[config.mk]
export PLATFORM = sky130hd
export DESIGN_NAME = multi_debouncer
export DESIGN_NICKNAME = d
export VERILOG_FILES = /design/src/rtl/debounce_pkg.sv /design/src/rtl/debounce_channel.sv /design/src/rtl/multi_debouncer.sv
export SDC_FILE = /design/constraint.sdc
export NUM_CORES = 1
export LEC_CHECK = 0
export CELL_PAD_IN_SITES_DETAIL_PLACEMENT = 1
export CELL_PAD_IN_SITES_GLOBAL_PLACEMENT = 1
export CORE_ASPECT_RATIO = 0.7
export CORE_MARGIN = 8
export CORE_UTILIZATION = 41
export CTS_CLUSTER_SIZE = 20
export DETAILED_ROUTE_END_ITERATION = 16
export DONT_BUFFER_PORTS = 1
export GPL_ROUTABILITY_DRIVEN = 0
export PLACE_DENSITY_LB_ADDON = 0.1
export SYNTH_ARGS = -nofsm -noshare
export SYNTH_HDL_FRONTEND = slang
export SYNTH_SLANG_ARGS = --single-unit
[constraint.sdc]
create_clock -name iClock -period 5.5 [get_ports iClock]
set_input_delay 0.275 -clock iClock [delete_from_list [all_inputs] [get_ports iClock]]
set_output_delay 0.275 -clock iClock [all_outputs]
set_load 0.01 [all_outputs]
[src/rtl/debounce_pkg.sv]
// Shared defaults, counter-width helper and per-channel output bundle for the
// multi-channel pushbutton/switch debouncer.
package debounce_pkg;

  localparam int DEF_STABLE_CYCLES = 500000;
  localparam int DEF_HOLD_CYCLES   = 25000000;
  localparam int DEF_REPEAT_CYCLES = 5000000;

  // Bits needed to hold every value from 0 up to and including x.
  function automatic int cntWidth(input int x);
    return $clog2(x + 1);
  endfunction

  // "repeat" is a reserved word, so the auto-repeat field is repeatPulse.
  typedef struct packed {
    logic state;
    logic rise;
    logic fall;
    logic repeatPulse;
  } chOut_t;

endpackage

[src/rtl/debounce_channel.sv]
// One debouncer channel: synchroniser chain, stability counter, press/release
// pulses and optional auto-repeat while held.
module debounce_channel
  import debounce_pkg::*;
#(
  parameter int SYNC_STAGES   = 2,
  parameter int STABLE_CYCLES = DEF_STABLE_CYCLES,
  parameter int REPEAT_EN     = 0,
  parameter int HOLD_CYCLES   = DEF_HOLD_CYCLES,
  parameter int REPEAT_CYCLES = DEF_REPEAT_CYCLES
) (
  input  logic   iClock,
  input  logic   iReset,
  input  logic   iBouncy,
  output chOut_t oChan
);

  localparam int STABLE_W = cntWidth(STABLE_CYCLES);
  localparam int HOLD_MAX = (HOLD_CYCLES > REPEAT_CYCLES) ? HOLD_CYCLES : REPEAT_CYCLES;
  localparam int HOLD_W   = cntWidth(HOLD_MAX);
  localparam logic [STABLE_W-1:0] STABLE_LAST = STABLE_W'(STABLE_CYCLES - 1);

  logic [SYNC_STAGES-1:0] syncChain;
  logic                   sample;
  logic [STABLE_W-1:0]    stableCnt;
  logic                   state;
  logic                   rise;
  logic                   fall;
  logic                   commit;
  logic                   repeatOut;

  always_ff @(posedge iClock or posedge iReset) begin
    if (iReset) begin
      syncChain <= '0;
    end else begin
      syncChain <= {syncChain[SYNC_STAGES-2:0], iBouncy};
    end
  end

  assign sample = syncChain[SYNC_STAGES-1];
  assign commit = (sample != state) && (stableCnt == STABLE_LAST);

  // A mismatch must persist STABLE_CYCLES consecutive cycles before the level flips.
  always_ff @(posedge iClock or posedge iReset) begin
    if (iReset) begin
      stableCnt <= '0;
      state     <= 1'b0;
      rise      <= 1'b0;
      fall      <= 1'b0;
    end else begin
      rise <= commit && sample;
      fall <= commit && !sample;
      if (sample == state) begin
        stableCnt <= '0;
      end else if (commit) begin
        stableCnt <= '0;
        state     <= sample;
      end else begin
        stableCnt <= stableCnt + STABLE_W'(1);
      end
    end
  end

  if (REPEAT_EN != 0) begin : genRepeat
    logic [HOLD_W-1:0] holdCnt;
    logic              repeating;
    logic              repeatPulse;
    logic              repeatHit;

    // The first pulse waits HOLD_CYCLES; later ones are spaced by REPEAT_CYCLES.
    assign repeatHit = repeating ? (holdCnt == HOLD_W'(REPEAT_CYCLES - 1))
                                 : (holdCnt == HOLD_W'(HOLD_CYCLES - 1));

    always_ff @(posedge iClock or posedge iReset) begin
      if (iReset) begin
        holdCnt     <= '0;
        repeating   <= 1'b0;
        repeatPulse <= 1'b0;
      end else if (!state || commit) begin
        // Press commit restarts the hold timer; release commit wins over a repeat.
        holdCnt     <= '0;
        repeating   <= 1'b0;
        repeatPulse <= 1'b0;
      end else if (repeatHit) begin
        holdCnt     <= '0;
        repeating   <= 1'b1;
        repeatPulse <= 1'b1;
      end else begin
        holdCnt     <= holdCnt + HOLD_W'(1);
        repeatPulse <= 1'b0;
      end
    end

    assign repeatOut = repeatPulse;
  end else begin : genNoRepeat
    assign repeatOut = 1'b0;
  end

  assign oChan.state       = state;
  assign oChan.rise        = rise;
  assign oChan.fall        = fall;
  assign oChan.repeatPulse = repeatOut;

endmodule

[src/rtl/multi_debouncer.sv]
// N-channel debouncer between board pushbuttons/switches and the ALU entry logic;
// every channel is an independent debounce_channel instance.
module multi_debouncer
  import debounce_pkg::*;
#(
  parameter int N_CH          = 4,
  parameter int SYNC_STAGES   = 2,
  parameter int STABLE_CYCLES = DEF_STABLE_CYCLES,
  parameter int REPEAT_EN     = 0,
  parameter int HOLD_CYCLES   = DEF_HOLD_CYCLES,
  parameter int REPEAT_CYCLES = DEF_REPEAT_CYCLES
) (
  input  logic            iClock,
  input  logic            iReset,
  input  logic [N_CH-1:0] iBouncy,
  output logic [N_CH-1:0] oState,
  output logic [N_CH-1:0] oRise,
  output logic [N_CH-1:0] oFall,
  output logic [N_CH-1:0] oRepeat
);

  if (SYNC_STAGES < 2) begin : genBadSync
    $error("multi_debouncer: SYNC_STAGES must be at least 2");
  end
  if (STABLE_CYCLES < 1) begin : genBadStable
    $error("multi_debouncer: STABLE_CYCLES must be at least 1");
  end

  chOut_t chOut [N_CH];

  for (genvar gi = 0; gi < N_CH; gi++) begin : genCh
    debounce_channel #(
      .SYNC_STAGES  (SYNC_STAGES),
      .STABLE_CYCLES(STABLE_CYCLES),
      .REPEAT_EN    (REPEAT_EN),
      .HOLD_CYCLES  (HOLD_CYCLES),
      .REPEAT_CYCLES(REPEAT_CYCLES)
    ) uChan (
      .iClock (iClock),
      .iReset (iReset),
      .iBouncy(iBouncy[gi]),
      .oChan  (chOut[gi])
    );

    assign oState[gi]  = chOut[gi].state;
    assign oRise[gi]   = chOut[gi].rise;
    assign oFall[gi]   = chOut[gi].fall;
    assign oRepeat[gi] = chOut[gi].repeatPulse;
  end

endmodule

== Yosys cells after proc, flatten, opt, wreduce, memory -nomap -nowiden ==
Cells that the tools add are included.
Word-level totals
  flip-flop bits (word level): 96
  bits of input ports: 6
Operators by class
  add/sub/neg operators: 4
  equality and inequality tests: 12
  muxes and demuxes: 8
  bitwise logic cells: 4
  reduce and logical (&&, ||, !) cells: 20
Operators with widths (number)
  $mux 19: 8
  $add 19x1->19 const B: 4
  $eq 19x19->1 const B: 4
  $logic_and 1x1->1: 12
  $reduce_and 2->1: 4
  $eq 1x1->1: 4
  $logic_not 1->1: 4
  $ne 1x1->1: 4
  $not 1->1: 4

== Longest topological paths before layout ==
  depth in word-level cells: 4
  depth in mapped cells: 7
  gate-level depth less buffers: 5

== Cells and area by module ==
From an unflattened synthesis, not the netlist that was laid out.
Second synthesis, totals
  cells, all modules: 496
  area total of the unflattened synthesis: 5094.9 sq um
By module, submodules not included
  debounce_channel: instances 4, cells an instance 124, area an instance 1273.7 sq um, seq. area each 600.6 sq um

== Least setup slack after synthesis ==
Ideal clock, no wire load.
  kind: register to register
  start: register genCh[2].uChan.stableCnt[10]
  end: register genCh[2].uChan.state
  library setup time: 0.125 ns
  data arrival time: 1.986 ns
  required time: 5.375 ns
  path slack: 3.388 ns
  cell stages (with the launch flop): 5
  buffers on the path: 0
  period minus slack after synthesis: 2.112 ns
  path through: dfrtp_1 > or4_1 > or4_4 > or3b_4 > mux2_4
On the way
  cells in the longest elaborated chain, start to end: 3
RTL lines
  from (decl): RTL line debounce_channel.sv:25  | logic [STABLE_W-1:0] stableCnt;
  from (signal assigned): RTL line debounce_channel.sv:59  | stableCnt <= stableCnt + STABLE_W'(1);
  $eq 19x19->1: RTL line debounce_channel.sv:41  | assign commit = (sample != state) && (stableCnt == STABLE_LAST);
  $logic_and 1x1->1: RTL line debounce_channel.sv:41
  $reduce_and 2->1 (no source line)
  to (signal assigned): RTL line debounce_channel.sv:57  | state <= sample;
  to (decl): RTL line debounce_channel.sv:26  | logic state;
No other way between the ends.
A chain may end at the register's enable or synchronous reset.

== Worst setup path in the final report ==
  start: register genCh[0].uChan.stableCnt[0]
  end: register genCh[0].uChan.stableCnt[10]
On the way
  cells in the longest elaborated chain, start to end: 4
  elaborated cells on any way between the ends: 5
  those cells by class: 1 x add/sub; 1 x eq/ne; 2 x mux; 1 x reduce/logical
RTL lines
  from (decl): RTL line debounce_channel.sv:25
  from (signal assigned): RTL line debounce_channel.sv:59
  parallel branches: the longest is 2 deep, another holds $add 19x1->19
  $mux 19 *: RTL line debounce_channel.sv:55  | end else if (commit) begin
  $mux 19 *: RTL line debounce_channel.sv:53  | if (sample == state) begin
Every way passes the cells marked *.

==> summary.md <==
| Metric | Value |
|---|---|
| Setup tns final | `0 ns` |
| N_diodes | `0` |
| Longest Clk Path Bufs | `2` |
| Fraction of registers with async set/reset | `100.0%` |
| Reg area | `0.002402 mm^2` |
| GRT Residual Overflow | `0` |
| Maxcap violations | `0` |
| Clk sink count | `between 90 and 100` |
| DRC | `0` |
| HPWL Detailed | `6.351 mm` |
| Die H | `104.2 um` |
| DIE AREA | `0.01479 mm^2` |
| Area share of the largest cell type after synthesis | `52.76%` |
| Setup CP Type | `reg -> reg` |
| Fraction of layout cells with a size suffix above 1 | `7.440%` |
| Max incr delay on CP | `0.69 ns` |
| Combinational power share | `between 3 and 4%` |
| Clk pwr share | `44.3%` |
| Setup WS pre-CTS | `2.994 ns` |
| Final clock skew | `approximately 0.0099 ns` |
| Largest net degree at the start of global routing | `50` |
| Antenna Nets Post-Route | `0` |
| CTS tree | `built` |
| I/O Pins | `22` |
| Core area | `approximately 0.011 mm^2` |
| WL final | `~9.4 mm` |
| Area of the multi-input gates | `around 0.0019 mm^2` |
| Reg power frac | `52.3%` |
| Final hold viol count | `0` |
| CP Launch Type | `flop` |
| P_leak | `0.001959 uW` |
| Row cnt | `32` |
| Ys Warns | `0` |
| GRT Util Overall | `13.91%` |
| Post-route cell area | `0.004961 mm^2` |
| Pint | `1077 uW` |
| Max Freq | `0.4064 GHz` |
| Clock latency at the later pin of the worst-skew pair | `roughly 0.35 ns` |
| Final Setup Violations | `0` |
| Post-cts repair resize count | `0` |
| Fill cells | `1,200` |
| Worst-path clk slew | `about 0.070 ns` |
| Critical Path Fanout Max | `18` |
| EDFF count, synth | `0` |
| Flops & latches, synth | `96` |
| Peak VDD IR | `roughly 0.16 mV` |
| DP Area | `0.004628 mm^2` |
| Final slew viol count | `0` |
| Final nets | `464` |
| Number of port buffers | `0` |
| Root Driver | `clkbuf_16` |
| Power per cell area | `279.8 mW/mm^2` |
| Die width | `142.0 um` |
| Crit path DAT | `2.66 ns` |
| Net load switching power | `~310 uW` |
| DR iter-0 viols | `129` |
| Drt wl/cell | `15.44 um` |
| Unrepaired setup endpoints after global routing | `false` |
| Min Tclk post-route | `2.461 ns` |
| Syn Inst Count | `456` |
| Worst EP required | `5.70 ns` |
| Slew margin rel. | `46.69%` |
| Vias/cell | `approximately 5.2` |
| Pre-antenna DRT Iters | `4` |
| Least-Margin Pin Slew | `0.7991 ns` |
| Post-synthesis sequential area ratio | `between 50% and 60%` |
| Initial antenna violation count | `0` |
| Worst R2R Path Depth | `5` |
| Outcome | `complete, no violations` |
| CP endpoint kind | `flop` |
| Final worst slack | `3.039 ns` |
| Avg Inst Size Synth | `9.985 um^2` |
| Mapped cell area | `approximately 0.0046 mm^2` |
| Layout area overhead | `8.959%` |
| Post-synth top flop | `dfrtp_1` |
| Worst Hold Class | `reg -> reg` |
| Post-synthesis cell type count | `44` |
| Vias | `3,189` |
| First-pass GRT wire length | `16.65 mm` |
| Vias in the first global route | `about 3,300` |
| Min-Delay Path Depth | `0` |
| Slowest-stage cell, CP | `o21bai_2` |
| Largest area contributor in the netlist | `dfrtp_1` |
| Sw frac | `22.39%` |
| Ranking of synthesized cells by area | `dfrtp_1 (53%), xnor2_1 (6.7%), nor2_1 (5.5%), xor2_1 (3.1%), buf_4 (2.6%)` |
| CP cell instances | `ha_1 -> nand4_1 -> or4_1 -> o21bai_2 -> nor2_1` |
| Tcrit/Tclk final | `44.74%` |
| Cts bufs inserted | `9` |
| Starting Density | `41.66%` |
| H-tree levels | `3` |
-- flip-flops by register name, summed over array words and instances, names as in the netlist --
signal and count:
genCh.uChan.fall 4, genCh.uChan.stableCnt 76, genCh.uChan.rise 4, genCh.uChan.state 4, genCh.uChan.syncChain 8
-- layout make-up --
cell class	count	area share, %
inverter	21	1.639
multi-input combinational	318	38.92
timing repair buffer	8	1.463
tap	153	3.859
clock buffer	9	4.540
clock inverter	5	1.160
sequential	96	48.42
-- worst max-delay path, delay by kind of cell, from the launching register on --
family	cells	cell delay, ns
compound gates	1	0.69
fa+ha+maj	1	0.23
flops	1	0.38
simple gates	3	1.03
-- worst paths after layout --
check	slack (ns)	end	start
worst max register to register	3.04	genCh[0].uChan.stableCnt[10]	genCh[0].uChan.stableCnt[0]
max in group asynchronous	3.97	genCh[0].uChan.state	iReset
worst min register to register	0.36	genCh[2].uChan.syncChain[1]	genCh[2].uChan.syncChain[0]
min in group asynchronous	0.49	genCh[3].uChan.stableCnt[13]	iReset
worst min-delay path	0.36	genCh[2].uChan.syncChain[1]	genCh[2].uChan.syncChain[0]
worst max-delay path	3.04	genCh[0].uChan.stableCnt[10]	genCh[0].uChan.stableCnt[0]
-- layer usage --
| layer | global-route usage [%] | part of all wire [%] | up-vias | wire length, um |
|---|---|---|---|---|
| met5 | 0 | 0 | - | 0 |
| met1 | 18.78 | 51 | 1593 | 4799 |
| met3 | 3.806 | 2.8 | 12 | 260 |
| met4 | 4.813 | 1.4 | 0 | 129 |
| met2 | 21.00 | 45 | 25 | 4232 |
| li1 | - | - | 1559 | - |
-- synth_stat cells, types with 3 or more instances --
master and count:
or4_1 12, nand2_1 25, nor3_1 10, xor2_1 16
and4_1 4, nor4b_1 3, nand3_1 23, or2_2 4
buf_4 16, xnor2_1 35, dfrtp_1 96, o21ai_0 11
ha_1 4, clkbuf_1 6, nor4_1 14, or3_1 13
nand4_1 16, and2_1 4, a21oi_1 21, nor2_1 67
inv_1 21, o31ai_1 9
-- cells in the final DEF, fill, tap and decap left out, types with 5 or more instances in the layout --
cell,instances
xnor2_1,35
nand2_1,25
nor2_1,67
inv_1,20
or3_1,13
nand4_1,16
nand3_1,23
xor2_1,16
nor4_1,14
nor3_1,10
dfrtp_1,96
o31ai_1,9
o21ai_0,11
dlygate4sd3_1,5
a21oi_1,21
or4_1,12
clkbuf_16,9
-- stage by stage --
stage | hold slack [ns] | cells | util, % | total power [uW]
6_report | 0.3606 | 610 | 45.39 | 1388
3_3_place_gp | 0.2660 | 591 | 42.34 | 783.9
3_5_place_dp | 0.2669 | 591 | 42.34 | 785.9
4_1_cts | 0.3654 | 610 | 45.39 | 1416
5_1_grt | 0.3665 | 610 | 45.39 | 1447
2_1_floorplan | 0.3064 | 459 | - | 772.9
-- timing repair --
item                                   in CTS  in global routing
hold buffers                                5                  0
endpoints found under the hold margin      52                  0
setup buffers                               0                  0
-- power by group through the flow --
stage               logic [uW]  clock network [uW]  registers (uW)
floorplan                 36.2                   0             737
global placement          45.2                   0             739
detailed placement        46.6                   0             739
CTS                       49.9                 640             726
global route              55.2                 664             727
finish                    47.5                 615             726
-- kinds of logic (layout without fill, tap and decap cells) --
kind of cell	Yosys count	count (layout)	share of synthesized area (%)
xor+xnor	51	51	9.810
mux	3	3	0.8243
simple gates	209	209	24.24
compound gates	47	47	6.100
fa+ha+maj	4	4	1.099
buf+inv	45	43	5.084
flops	96	96	52.76
other cells	1	4	0.08236
No activity file was read; power rests on OpenSTA's default activity.
